===== src/rtl/lstm_cell_bp_pkg.sv =====
// Shared constants, FSM encoding and step indices for the LSTM cell backward pass.
package lstm_cell_bp_pkg;

    localparam int unsigned DEF_WIDTH = 32;
    localparam int unsigned DEF_FRAC  = 24;

    // Q8.24 constants at the default word width
    localparam logic [31:0] FXP_ONE = 32'h0100_0000;
    localparam logic [31:0] SAT_MAX = 32'h7FFF_FFFF;
    localparam logic [31:0] SAT_MIN = 32'h8000_0000;

    typedef enum logic {
        ST_IDLE = 1'b0,
        ST_RUN  = 1'b1
    } state_t;

    localparam int unsigned STEP_W = 5;

    // One multiply per step, in this fixed order; S_COMMIT moves results to the outputs
    localparam logic [STEP_W-1:0] S_TC2    = 5'd0;
    localparam logic [STEP_W-1:0] S_DHO    = 5'd1;
    localparam logic [STEP_W-1:0] S_DC     = 5'd2;
    localparam logic [STEP_W-1:0] S_A2     = 5'd3;
    localparam logic [STEP_W-1:0] S_DCI    = 5'd4;
    localparam logic [STEP_W-1:0] S_DA     = 5'd5;
    localparam logic [STEP_W-1:0] S_IQ     = 5'd6;
    localparam logic [STEP_W-1:0] S_DCA    = 5'd7;
    localparam logic [STEP_W-1:0] S_DI     = 5'd8;
    localparam logic [STEP_W-1:0] S_FQ     = 5'd9;
    localparam logic [STEP_W-1:0] S_DCCP   = 5'd10;
    localparam logic [STEP_W-1:0] S_DF     = 5'd11;
    localparam logic [STEP_W-1:0] S_OQ     = 5'd12;
    localparam logic [STEP_W-1:0] S_DHTC   = 5'd13;
    localparam logic [STEP_W-1:0] S_DO     = 5'd14;
    localparam logic [STEP_W-1:0] S_DCP    = 5'd15;
    localparam logic [STEP_W-1:0] S_COMMIT = 5'd16;

endpackage


===== src/rtl/lstm_cell_bp_if.sv =====
// Start/done handshake plus operand and result buses of the backward-pass cell.
interface lstm_cell_bp_if #(
    parameter int unsigned WIDTH = lstm_cell_bp_pkg::DEF_WIDTH
);
    logic                    i_start;
    logic signed [WIDTH-1:0] i_dh;
    logic signed [WIDTH-1:0] i_dc_next;
    logic signed [WIDTH-1:0] i_a;
    logic signed [WIDTH-1:0] i_i;
    logic signed [WIDTH-1:0] i_f;
    logic signed [WIDTH-1:0] i_o;
    logic signed [WIDTH-1:0] i_tanh_c;
    logic signed [WIDTH-1:0] i_prev_state;
    logic                    o_busy;
    logic                    o_done;
    logic signed [WIDTH-1:0] o_dc;
    logic signed [WIDTH-1:0] o_da;
    logic signed [WIDTH-1:0] o_di;
    logic signed [WIDTH-1:0] o_df;
    logic signed [WIDTH-1:0] o_do;
    logic signed [WIDTH-1:0] o_dc_prev;

    modport master (
        output i_start, i_dh, i_dc_next, i_a, i_i, i_f, i_o, i_tanh_c, i_prev_state,
        input  o_busy, o_done, o_dc, o_da, o_di, o_df, o_do, o_dc_prev
    );

    modport slave (
        input  i_start, i_dh, i_dc_next, i_a, i_i, i_f, i_o, i_tanh_c, i_prev_state,
        output o_busy, o_done, o_dc, o_da, o_di, o_df, o_do, o_dc_prev
    );
endinterface


===== src/rtl/lstm_cell_bp_fxp_mul.sv =====
// Combinational signed Q-format multiply: full product, floor shift, saturate.
module fxp_mul
    import lstm_cell_bp_pkg::*;
#(
    parameter int unsigned WIDTH = DEF_WIDTH,
    parameter int unsigned FRAC  = DEF_FRAC
) (
    input  logic signed [WIDTH-1:0] a,
    input  logic signed [WIDTH-1:0] b,
    output logic signed [WIDTH-1:0] prod_c
);
    localparam int unsigned PW = 2 * WIDTH;
    localparam logic signed [WIDTH-1:0] MAX_W = {1'b0, {(WIDTH-1){1'b1}}};
    localparam logic signed [WIDTH-1:0] MIN_W = {1'b1, {(WIDTH-1){1'b0}}};

    logic signed [PW-1:0] ax;
    logic signed [PW-1:0] bx;
    logic signed [PW-1:0] full;
    logic signed [PW-1:0] sh;

    // Arithmetic shift floors toward -inf; clamp when the upper bits are not a sign extension
    always_comb begin
        ax   = {{WIDTH{a[WIDTH-1]}}, a};
        bx   = {{WIDTH{b[WIDTH-1]}}, b};
        full = ax * bx;
        sh   = full >>> FRAC;
        if ((&sh[PW-1:WIDTH-1]) || !(|sh[PW-1:WIDTH-1])) begin
            prod_c = sh[WIDTH-1:0];
        end else begin
            prod_c = sh[PW-1] ? MIN_W : MAX_W;
        end
    end
endmodule


===== src/rtl/lstm_cell_bp.sv =====
// LSTM cell backward step: 16 sequential multiplies through one shared fxp_mul.
module lstm_cell_bp
    import lstm_cell_bp_pkg::*;
#(
    parameter int unsigned WIDTH = DEF_WIDTH,
    parameter int unsigned FRAC  = DEF_FRAC
) (
    input logic         clk,
    input logic         rst,
    lstm_cell_bp_if.slave bus
);
    localparam logic signed [WIDTH-1:0] ONE_W = {{(WIDTH-1){1'b0}}, 1'b1} << FRAC;
    localparam logic signed [WIDTH-1:0] MAX_W = {1'b0, {(WIDTH-1){1'b1}}};
    localparam logic signed [WIDTH-1:0] MIN_W = {1'b1, {(WIDTH-1){1'b0}}};

    function automatic logic signed [WIDTH-1:0] sat_w(input logic [WIDTH:0] s);
        if (s[WIDTH] != s[WIDTH-1]) return s[WIDTH] ? MIN_W : MAX_W;
        return s[WIDTH-1:0];
    endfunction

    function automatic logic signed [WIDTH-1:0] sat_add(input logic [WIDTH-1:0] x, input logic [WIDTH-1:0] y);
        return sat_w({x[WIDTH-1], x} + {y[WIDTH-1], y});
    endfunction

    function automatic logic signed [WIDTH-1:0] sat_sub(input logic [WIDTH-1:0] x, input logic [WIDTH-1:0] y);
        return sat_w({x[WIDTH-1], x} - {y[WIDTH-1], y});
    endfunction

    state_t              state_q, state_d;
    logic                accept_c, commit_c;
    logic [STEP_W-1:0]   cnt_q;
    logic signed [WIDTH-1:0] dh_q, dcn_q, a_q, i_q, f_q, o_q, tc_q, cp_q;
    logic signed [WIDTH-1:0] t1_q, t2_q, dc_s, da_s, di_s, df_s, do_s, dcp_s;
    logic signed [WIDTH-1:0] dc_q, da_q, di_q, df_q, do_q, dcp_q;
    logic                busy_q, done_q;
    logic signed [WIDTH-1:0] op_a_c, op_b_c, prod_c;

    fxp_mul #(.WIDTH(WIDTH), .FRAC(FRAC)) u_mul (.a(op_a_c), .b(op_b_c), .prod_c(prod_c));

    // State register
    always_ff @(posedge clk or posedge rst) begin
        if (rst) state_q <= ST_IDLE;
        else     state_q <= state_d;
    end

    // Next state: accept only while idle, finish on the commit step
    always_comb begin
        state_d  = state_q;
        accept_c = 1'b0;
        commit_c = 1'b0;
        case (state_q)
            ST_IDLE: if (bus.i_start) begin
                state_d  = ST_RUN;
                accept_c = 1'b1;
            end
            ST_RUN: if (cnt_q == S_COMMIT) begin
                state_d  = ST_IDLE;
                commit_c = 1'b1;
            end
            default: state_d = ST_IDLE;
        endcase
    end

    // Operand multiplexer feeding the shared multiplier
    always_comb begin
        op_a_c = '0;
        op_b_c = '0;
        case (cnt_q)
            S_TC2:  begin op_a_c = tc_q; op_b_c = tc_q; end
            S_DHO:  begin op_a_c = dh_q; op_b_c = o_q;  end
            S_A2:   begin op_a_c = a_q;  op_b_c = a_q;  end
            S_DCI:  begin op_a_c = dc_s; op_b_c = i_q;  end
            S_IQ:   begin op_a_c = i_q;  op_b_c = sat_sub(ONE_W, i_q); end
            S_DCA:  begin op_a_c = dc_s; op_b_c = a_q;  end
            S_FQ:   begin op_a_c = f_q;  op_b_c = sat_sub(ONE_W, f_q); end
            S_DCCP: begin op_a_c = dc_s; op_b_c = cp_q; end
            S_OQ:   begin op_a_c = o_q;  op_b_c = sat_sub(ONE_W, o_q); end
            S_DHTC: begin op_a_c = dh_q; op_b_c = tc_q; end
            S_DCP:  begin op_a_c = dc_s; op_b_c = f_q;  end
            S_DC, S_DA, S_DI, S_DF, S_DO: begin op_a_c = t2_q; op_b_c = t1_q; end
            default: ;
        endcase
    end

    // Input latch, step counter and scratch results
    always_ff @(posedge clk or posedge rst) begin
        if (rst) begin
            cnt_q <= '0;
            {dh_q, dcn_q, a_q, i_q, f_q, o_q, tc_q, cp_q} <= '0;
            {t1_q, t2_q, dc_s, da_s, di_s, df_s, do_s, dcp_s} <= '0;
        end else if (accept_c) begin
            cnt_q <= '0;
            dh_q  <= bus.i_dh;
            dcn_q <= bus.i_dc_next;
            a_q   <= bus.i_a;
            i_q   <= bus.i_i;
            f_q   <= bus.i_f;
            o_q   <= bus.i_o;
            tc_q  <= bus.i_tanh_c;
            cp_q  <= bus.i_prev_state;
        end else if (state_q == ST_RUN) begin
            cnt_q <= commit_c ? '0 : cnt_q + STEP_W'(1);
            case (cnt_q)
                S_TC2, S_A2:                  t1_q <= sat_sub(ONE_W, prod_c);
                S_IQ, S_FQ, S_OQ:             t1_q <= prod_c;
                S_DHO, S_DCI, S_DCA, S_DCCP, S_DHTC: t2_q <= prod_c;
                S_DC:  dc_s  <= sat_add(prod_c, dcn_q);
                S_DA:  da_s  <= prod_c;
                S_DI:  di_s  <= prod_c;
                S_DF:  df_s  <= prod_c;
                S_DO:  do_s  <= prod_c;
                S_DCP: dcp_s <= prod_c;
                default: ;
            endcase
        end
    end

    // Output registers, busy flag and done pulse
    always_ff @(posedge clk or posedge rst) begin
        if (rst) begin
            {dc_q, da_q, di_q, df_q, do_q, dcp_q} <= '0;
            busy_q <= 1'b0;
            done_q <= 1'b0;
        end else begin
            busy_q <= (state_q == ST_RUN) && !commit_c;
            done_q <= commit_c;
            if (commit_c) begin
                dc_q  <= dc_s;
                da_q  <= da_s;
                di_q  <= di_s;
                df_q  <= df_s;
                do_q  <= do_s;
                dcp_q <= dcp_s;
            end
        end
    end

    assign bus.o_busy    = busy_q;
    assign bus.o_done    = done_q;
    assign bus.o_dc      = dc_q;
    assign bus.o_da      = da_q;
    assign bus.o_di      = di_q;
    assign bus.o_df      = df_q;
    assign bus.o_do      = do_q;
    assign bus.o_dc_prev = dcp_q;
endmodule


===== src/flat_wrapper.sv =====
// flat-port wrapper written by rule: the top's interface ports become plain ports
module lstm_cell_bp_flat import lstm_cell_bp_pkg::*;
#(
    parameter int unsigned WIDTH = DEF_WIDTH,
    parameter int unsigned FRAC  = DEF_FRAC
)
  (clk, rst, bus_i_start, bus_i_dh, bus_i_dc_next, bus_i_a, bus_i_i, bus_i_f, bus_i_o, bus_i_tanh_c, bus_i_prev_state, bus_o_busy, bus_o_done, bus_o_dc, bus_o_da, bus_o_di, bus_o_df, bus_o_do, bus_o_dc_prev);
  lstm_cell_bp_if #(.WIDTH(WIDTH)) bus_i ();
  input logic clk;
  input logic rst;
  input wire logic [$bits(bus_i.i_start)-1:0] bus_i_start;
  input wire logic [$bits(bus_i.i_dh)-1:0] bus_i_dh;
  input wire logic [$bits(bus_i.i_dc_next)-1:0] bus_i_dc_next;
  input wire logic [$bits(bus_i.i_a)-1:0] bus_i_a;
  input wire logic [$bits(bus_i.i_i)-1:0] bus_i_i;
  input wire logic [$bits(bus_i.i_f)-1:0] bus_i_f;
  input wire logic [$bits(bus_i.i_o)-1:0] bus_i_o;
  input wire logic [$bits(bus_i.i_tanh_c)-1:0] bus_i_tanh_c;
  input wire logic [$bits(bus_i.i_prev_state)-1:0] bus_i_prev_state;
  output wire logic [$bits(bus_i.o_busy)-1:0] bus_o_busy;
  output wire logic [$bits(bus_i.o_done)-1:0] bus_o_done;
  output wire logic [$bits(bus_i.o_dc)-1:0] bus_o_dc;
  output wire logic [$bits(bus_i.o_da)-1:0] bus_o_da;
  output wire logic [$bits(bus_i.o_di)-1:0] bus_o_di;
  output wire logic [$bits(bus_i.o_df)-1:0] bus_o_df;
  output wire logic [$bits(bus_i.o_do)-1:0] bus_o_do;
  output wire logic [$bits(bus_i.o_dc_prev)-1:0] bus_o_dc_prev;
  assign bus_i.i_start = bus_i_start;
  assign bus_i.i_dh = bus_i_dh;
  assign bus_i.i_dc_next = bus_i_dc_next;
  assign bus_i.i_a = bus_i_a;
  assign bus_i.i_i = bus_i_i;
  assign bus_i.i_f = bus_i_f;
  assign bus_i.i_o = bus_i_o;
  assign bus_i.i_tanh_c = bus_i_tanh_c;
  assign bus_i.i_prev_state = bus_i_prev_state;
  assign bus_o_busy = bus_i.o_busy;
  assign bus_o_done = bus_i.o_done;
  assign bus_o_dc = bus_i.o_dc;
  assign bus_o_da = bus_i.o_da;
  assign bus_o_di = bus_i.o_di;
  assign bus_o_df = bus_i.o_df;
  assign bus_o_do = bus_i.o_do;
  assign bus_o_dc_prev = bus_i.o_dc_prev;
  lstm_cell_bp #(.WIDTH(WIDTH), .FRAC(FRAC)) u_core (.clk(clk), .rst(rst), .bus(bus_i));
endmodule

===== config.mk =====
export PLATFORM = sky130hd
export DESIGN_NAME = lstm_cell_bp_flat
export DESIGN_NICKNAME = d
export VERILOG_FILES = /design/src/rtl/lstm_cell_bp_pkg.sv /design/src/rtl/lstm_cell_bp_if.sv /design/src/rtl/lstm_cell_bp_fxp_mul.sv /design/src/rtl/lstm_cell_bp.sv /design/src/flat_wrapper.sv
export SDC_FILE = /design/constraint.sdc
export NUM_CORES = 2
export LEC_CHECK = 0
export BUFFER_PORTS_ARGS = -buffer_cell sky130_fd_sc_hd__buf_4
export CAP_MARGIN = 20
export CORE_ASPECT_RATIO = 1.1
export CORE_UTILIZATION = 30
export DETAILED_ROUTE_END_ITERATION = 8
export PLACE_DENSITY = 0.49
export SLEW_MARGIN = 5
export SYNTH_ARGS = -nofsm -noshare
export SYNTH_HDL_FRONTEND = slang
export SYNTH_HIERARCHICAL = 1
export SYNTH_SLANG_ARGS = --single-unit

===== constraint.sdc =====
create_clock -name clk -period 56.3 [get_ports clk]
set_input_delay 8.445 -clock clk [delete_from_list [all_inputs] [get_ports clk]]
set_output_delay 8.445 -clock clk [all_outputs]
set_load 0.005 [all_outputs]

==> metrics.md <==
| Metric | Value |
|---|---|
| Cell Rows | between 150 and 200 |
| TritonRoute pass-1 iters | 7 |
| Post-CTS Resized | 0 |
| Hold Buf Count CTS | 0 |
| Top_reg_cell synth | dfrtp_1 |
| Area grow syn2layout | 14.10% |
| Drc violations | 0 |
| Die H | slightly above 500 um |
| Reg2Reg Depth | 50 |
| CTS sink cnt | a little over 700 |
| Final period util | 0.2998 |
| Setup Fix Bufs, Post-CTS | 0 |
| Yosys cell types | 80 |
| Register area share after synthesis | 0.2534 |
| Final hold vios | 0 |
| Layout cells sized above 1 | 0.1685 |
| Avg WL per Cell | 25.26 um |
| Reg clk slew, reported paths | approximately 0.060 ns |
| RSZ-0062 raised after global routing | no |
| Gr usage total | 0.2283 |
| CP arrival | about 17 ns |
| Initial antenna violation count | between 40 and 50 |
| Post-route cell area | 0.08021 sq mm |
| Cell Area, Placed | 0.07742 sq mm |
| HPWL after DPL | 207800 um |
| Post-Synthesis Cells | between 7k and 8k |
| Via count | between 50k and 60k |
| Worst skew pair latency | between 0.7 and 0.8 ns |
| Core area | between 0.2 and 0.25 sq mm |
| DIE WIDTH | roughly 460 um |
| EDFF count, synth | 0 |
| Total wire length | approximately 270000 um |
| Layout Nets | 9009 |
| FMAX | 0.05925 GHz |
| Crit path largest cell delay | roughly 0.85 ns |
| Max Buffers Root-to-Sink | 3 |
| Status | complete, no violations |
| CP max-delay cell | fa_1 |
| Global-route wire length before repair | 398200 um |
| Mapped cell area | between 0.07 and 0.08 sq mm |
| CP Launch Type | flop |
| Root buf cell | clkbuf_16 |
| Largest net degree at the start of global routing | around 180 |
| IO buf count | roughly 450 |
| GR Overflow Total | 0 |
| Crit path capture type | flop |
| Post-synth ARST share | 1.000 |
| Synth warn | 6 |
| Critical Path RT | approximately 57 ns |
| Post-Syn Nets | between 8k and 9k |
| IO Pins | between 400 and 500 |
| Gpl congestion | 0.9633 |
| DR iter-0 viols | approximately 4.5k |
| Critical Path Fanout Max | 44 |
| Setup_tns | 0 ns |
| Routed Antenna Nets | 0 |
| Reported max-cap violation count | 0 |
| Slew Viols, Final | 0 |
| Rel. slew slack | 0.1959 |
| Die Footprint | around 0.24 sq mm |
| Crit path kind | reg -> reg |
| Final setup vio count | 0 |
| Register bit total from synthesis | roughly 710 |
| Number of vias per cell | 5.061 |
| Tmin final | 16.88 ns |
| Post-synthesis average cell area | around 10 sq um |
| Worst Hold Class | reg -> reg |
| Via count of the first global-routing pass | ~57k |
| Initial Util | 0.3015 |
| Num CTS Buffers | 78 |
| Crit-path most repeated cell | fa_1 |
| H-tree depth | 3 |
| CTS tree | done |
| Slew @ Worst Pin | around 1.2 ns |
| Fillcell total | 23.91k |
| Final Skew | roughly 0.06 ns |
| WHS Path Cells | 2 |
| R2r setup slk | slightly below 40 ns |
per-stage QoR:
stage | hold WS (ns) | utilization | setup WS [ns] | instances
floorplan | 0.4331 | - | 27.88 | 7215
global placement | 0.4437 | 0.3319 | 39.65 | 10470
detailed placement | 0.4529 | 0.3320 | 39.29 | 10470
CTS | 0.4576 | 0.3437 | 39.19 | 10610
global route | 0.4774 | 0.3439 | 38.39 | 10610
finish | 0.4554 | 0.3440 | 39.42 | 10620
path summary, 6_finish.rpt:
kind / start / endpoint
min: u_core/di_s[18]$_DFFE_PP0P_ / u_core/bus.o_di[18]$_DFFE_PP0P_
max in group asynchronous: rst / u_core/dh_q[27]$_DFFE_PP0P_
min reg2reg: u_core/di_s[18]$_DFFE_PP0P_ / u_core/bus.o_di[18]$_DFFE_PP0P_
max: u_core/o_q[12]$_DFFE_PP0P_ / u_core/dc_s[14]$_DFFE_PP0P_
max reg2reg: u_core/o_q[12]$_DFFE_PP0P_ / u_core/dc_s[14]$_DFFE_PP0P_
min in group asynchronous: rst / u_core/bus.o_dc_prev[0]$_DFFE_PP0P_
cell usage after synthesis (34+ instances only):
cell / count / area, sq um
a222oi_1: 64 / 640.6
inv_1: 972 / 3649
clkbuf_1: 431 / 1618
xnor2_1: 103 / 902.1
nand3_1: 82 / 410.4
o21ai_0: 201 / 1006
mux2_2: 433 / 4876
xor2_1: 68 / 595.6
fa_1: 1082 / 21660
nand4_1: 55 / 344.1
nand2_1: 1335 / 5011
a21oi_1: 215 / 1076
a22oi_1: 101 / 758.2
a211oi_1: 35 / 262.8
and2_1: 502 / 3141
nor2_1: 168 / 630.6
dfrtp_1: 712 / 17820
ha_1: 221 / 2765
nor3_1: 47 / 235.2
o31ai_1: 34 / 255.2
layer usage:
metal / GRT usage / wire (um) / vias to the layer above
li1: - / - / 23320
met1: 0.2812 / 106200 / 28210
met2: 0.3841 / 128300 / 1706
met3: 0.04337 / 17780 / 461
met4: 0.1099 / 15660 / 56
met5: 0 / 347 / -
critical path, delay by kind of cell (launching register included):
kind	cells	cell delay (ns)
AOI/OAI and AO/OA	16	4.15
xor gates and xnor gates	1	0.43
adders and majority gates	10	5.43
buffers and inverters	12	2.62
DFF	1	0.47
and+or+nand+nor	11	3.55
cells in the final DEF, fill, tap and decap left out, types with 27 or more instances in the layout:
cell type	count
nor2_1	156
a222oi_1	64
and2_1	502
ha_1	221
nand2b_1	27
a21o_1	31
xnor2_1	103
clkbuf_16	79
inv_1	971
o21ai_0	201
a21oi_1	189
nor3_1	46
nand3_1	67
mux2_2	433
nand4_1	55
xor2_1	68
o31ai_1	33
fa_1	1082
buf_4	601
a22oi_1	101
nand2_1	1335
a211oi_1	34
dfrtp_1	712
area by class of cell:
type	instances	area, sq um	area share
clock buffers	110	2213	0.02759
well taps	3102	3881	0.04839
multi-input cells	5075	47480	0.5920
diodes	10	25.02	0.0003120
flip-flops and latches	712	17820	0.2221
repair buffers	607	4617	0.05756
clock inverters	31	510.5	0.006364
inverters	973	3665	0.04569
state kept, by name, indices dropped and copies added, names as in the netlist, 5 cells and up:
signal / count
u_core/cnt_q: 5
u_core/bus.o_dc: 32
u_core/cp_q: 32
u_core/dh_q: 32
u_core/a_q: 32
u_core/df_s: 32
u_core/t1_q: 32
u_core/bus.o_dc_prev: 32
u_core/t2_q: 32
u_core/da_s: 32
u_core/bus.o_di: 32
u_core/tc_q: 32
u_core/bus.o_da: 32
u_core/i_q: 32
u_core/f_q: 32
u_core/dcn_q: 32
u_core/bus.o_df: 32
u_core/di_s: 32
u_core/do_s: 32
u_core/bus.o_do: 32
u_core/dc_s: 32
u_core/o_q: 32
u_core/dcp_s: 32
cells by family after synthesis:
family,synth area share
fa+ha+maj,0.3474
compound gates,0.07699
buf+inv,0.07701
mux,0.07021
xor+xnor,0.02130
simple gates,0.1536
flops,0.2534
Power is not shown: default switching activity piles up to over one toggle a cycle in this logic, so the estimate is an artifact.
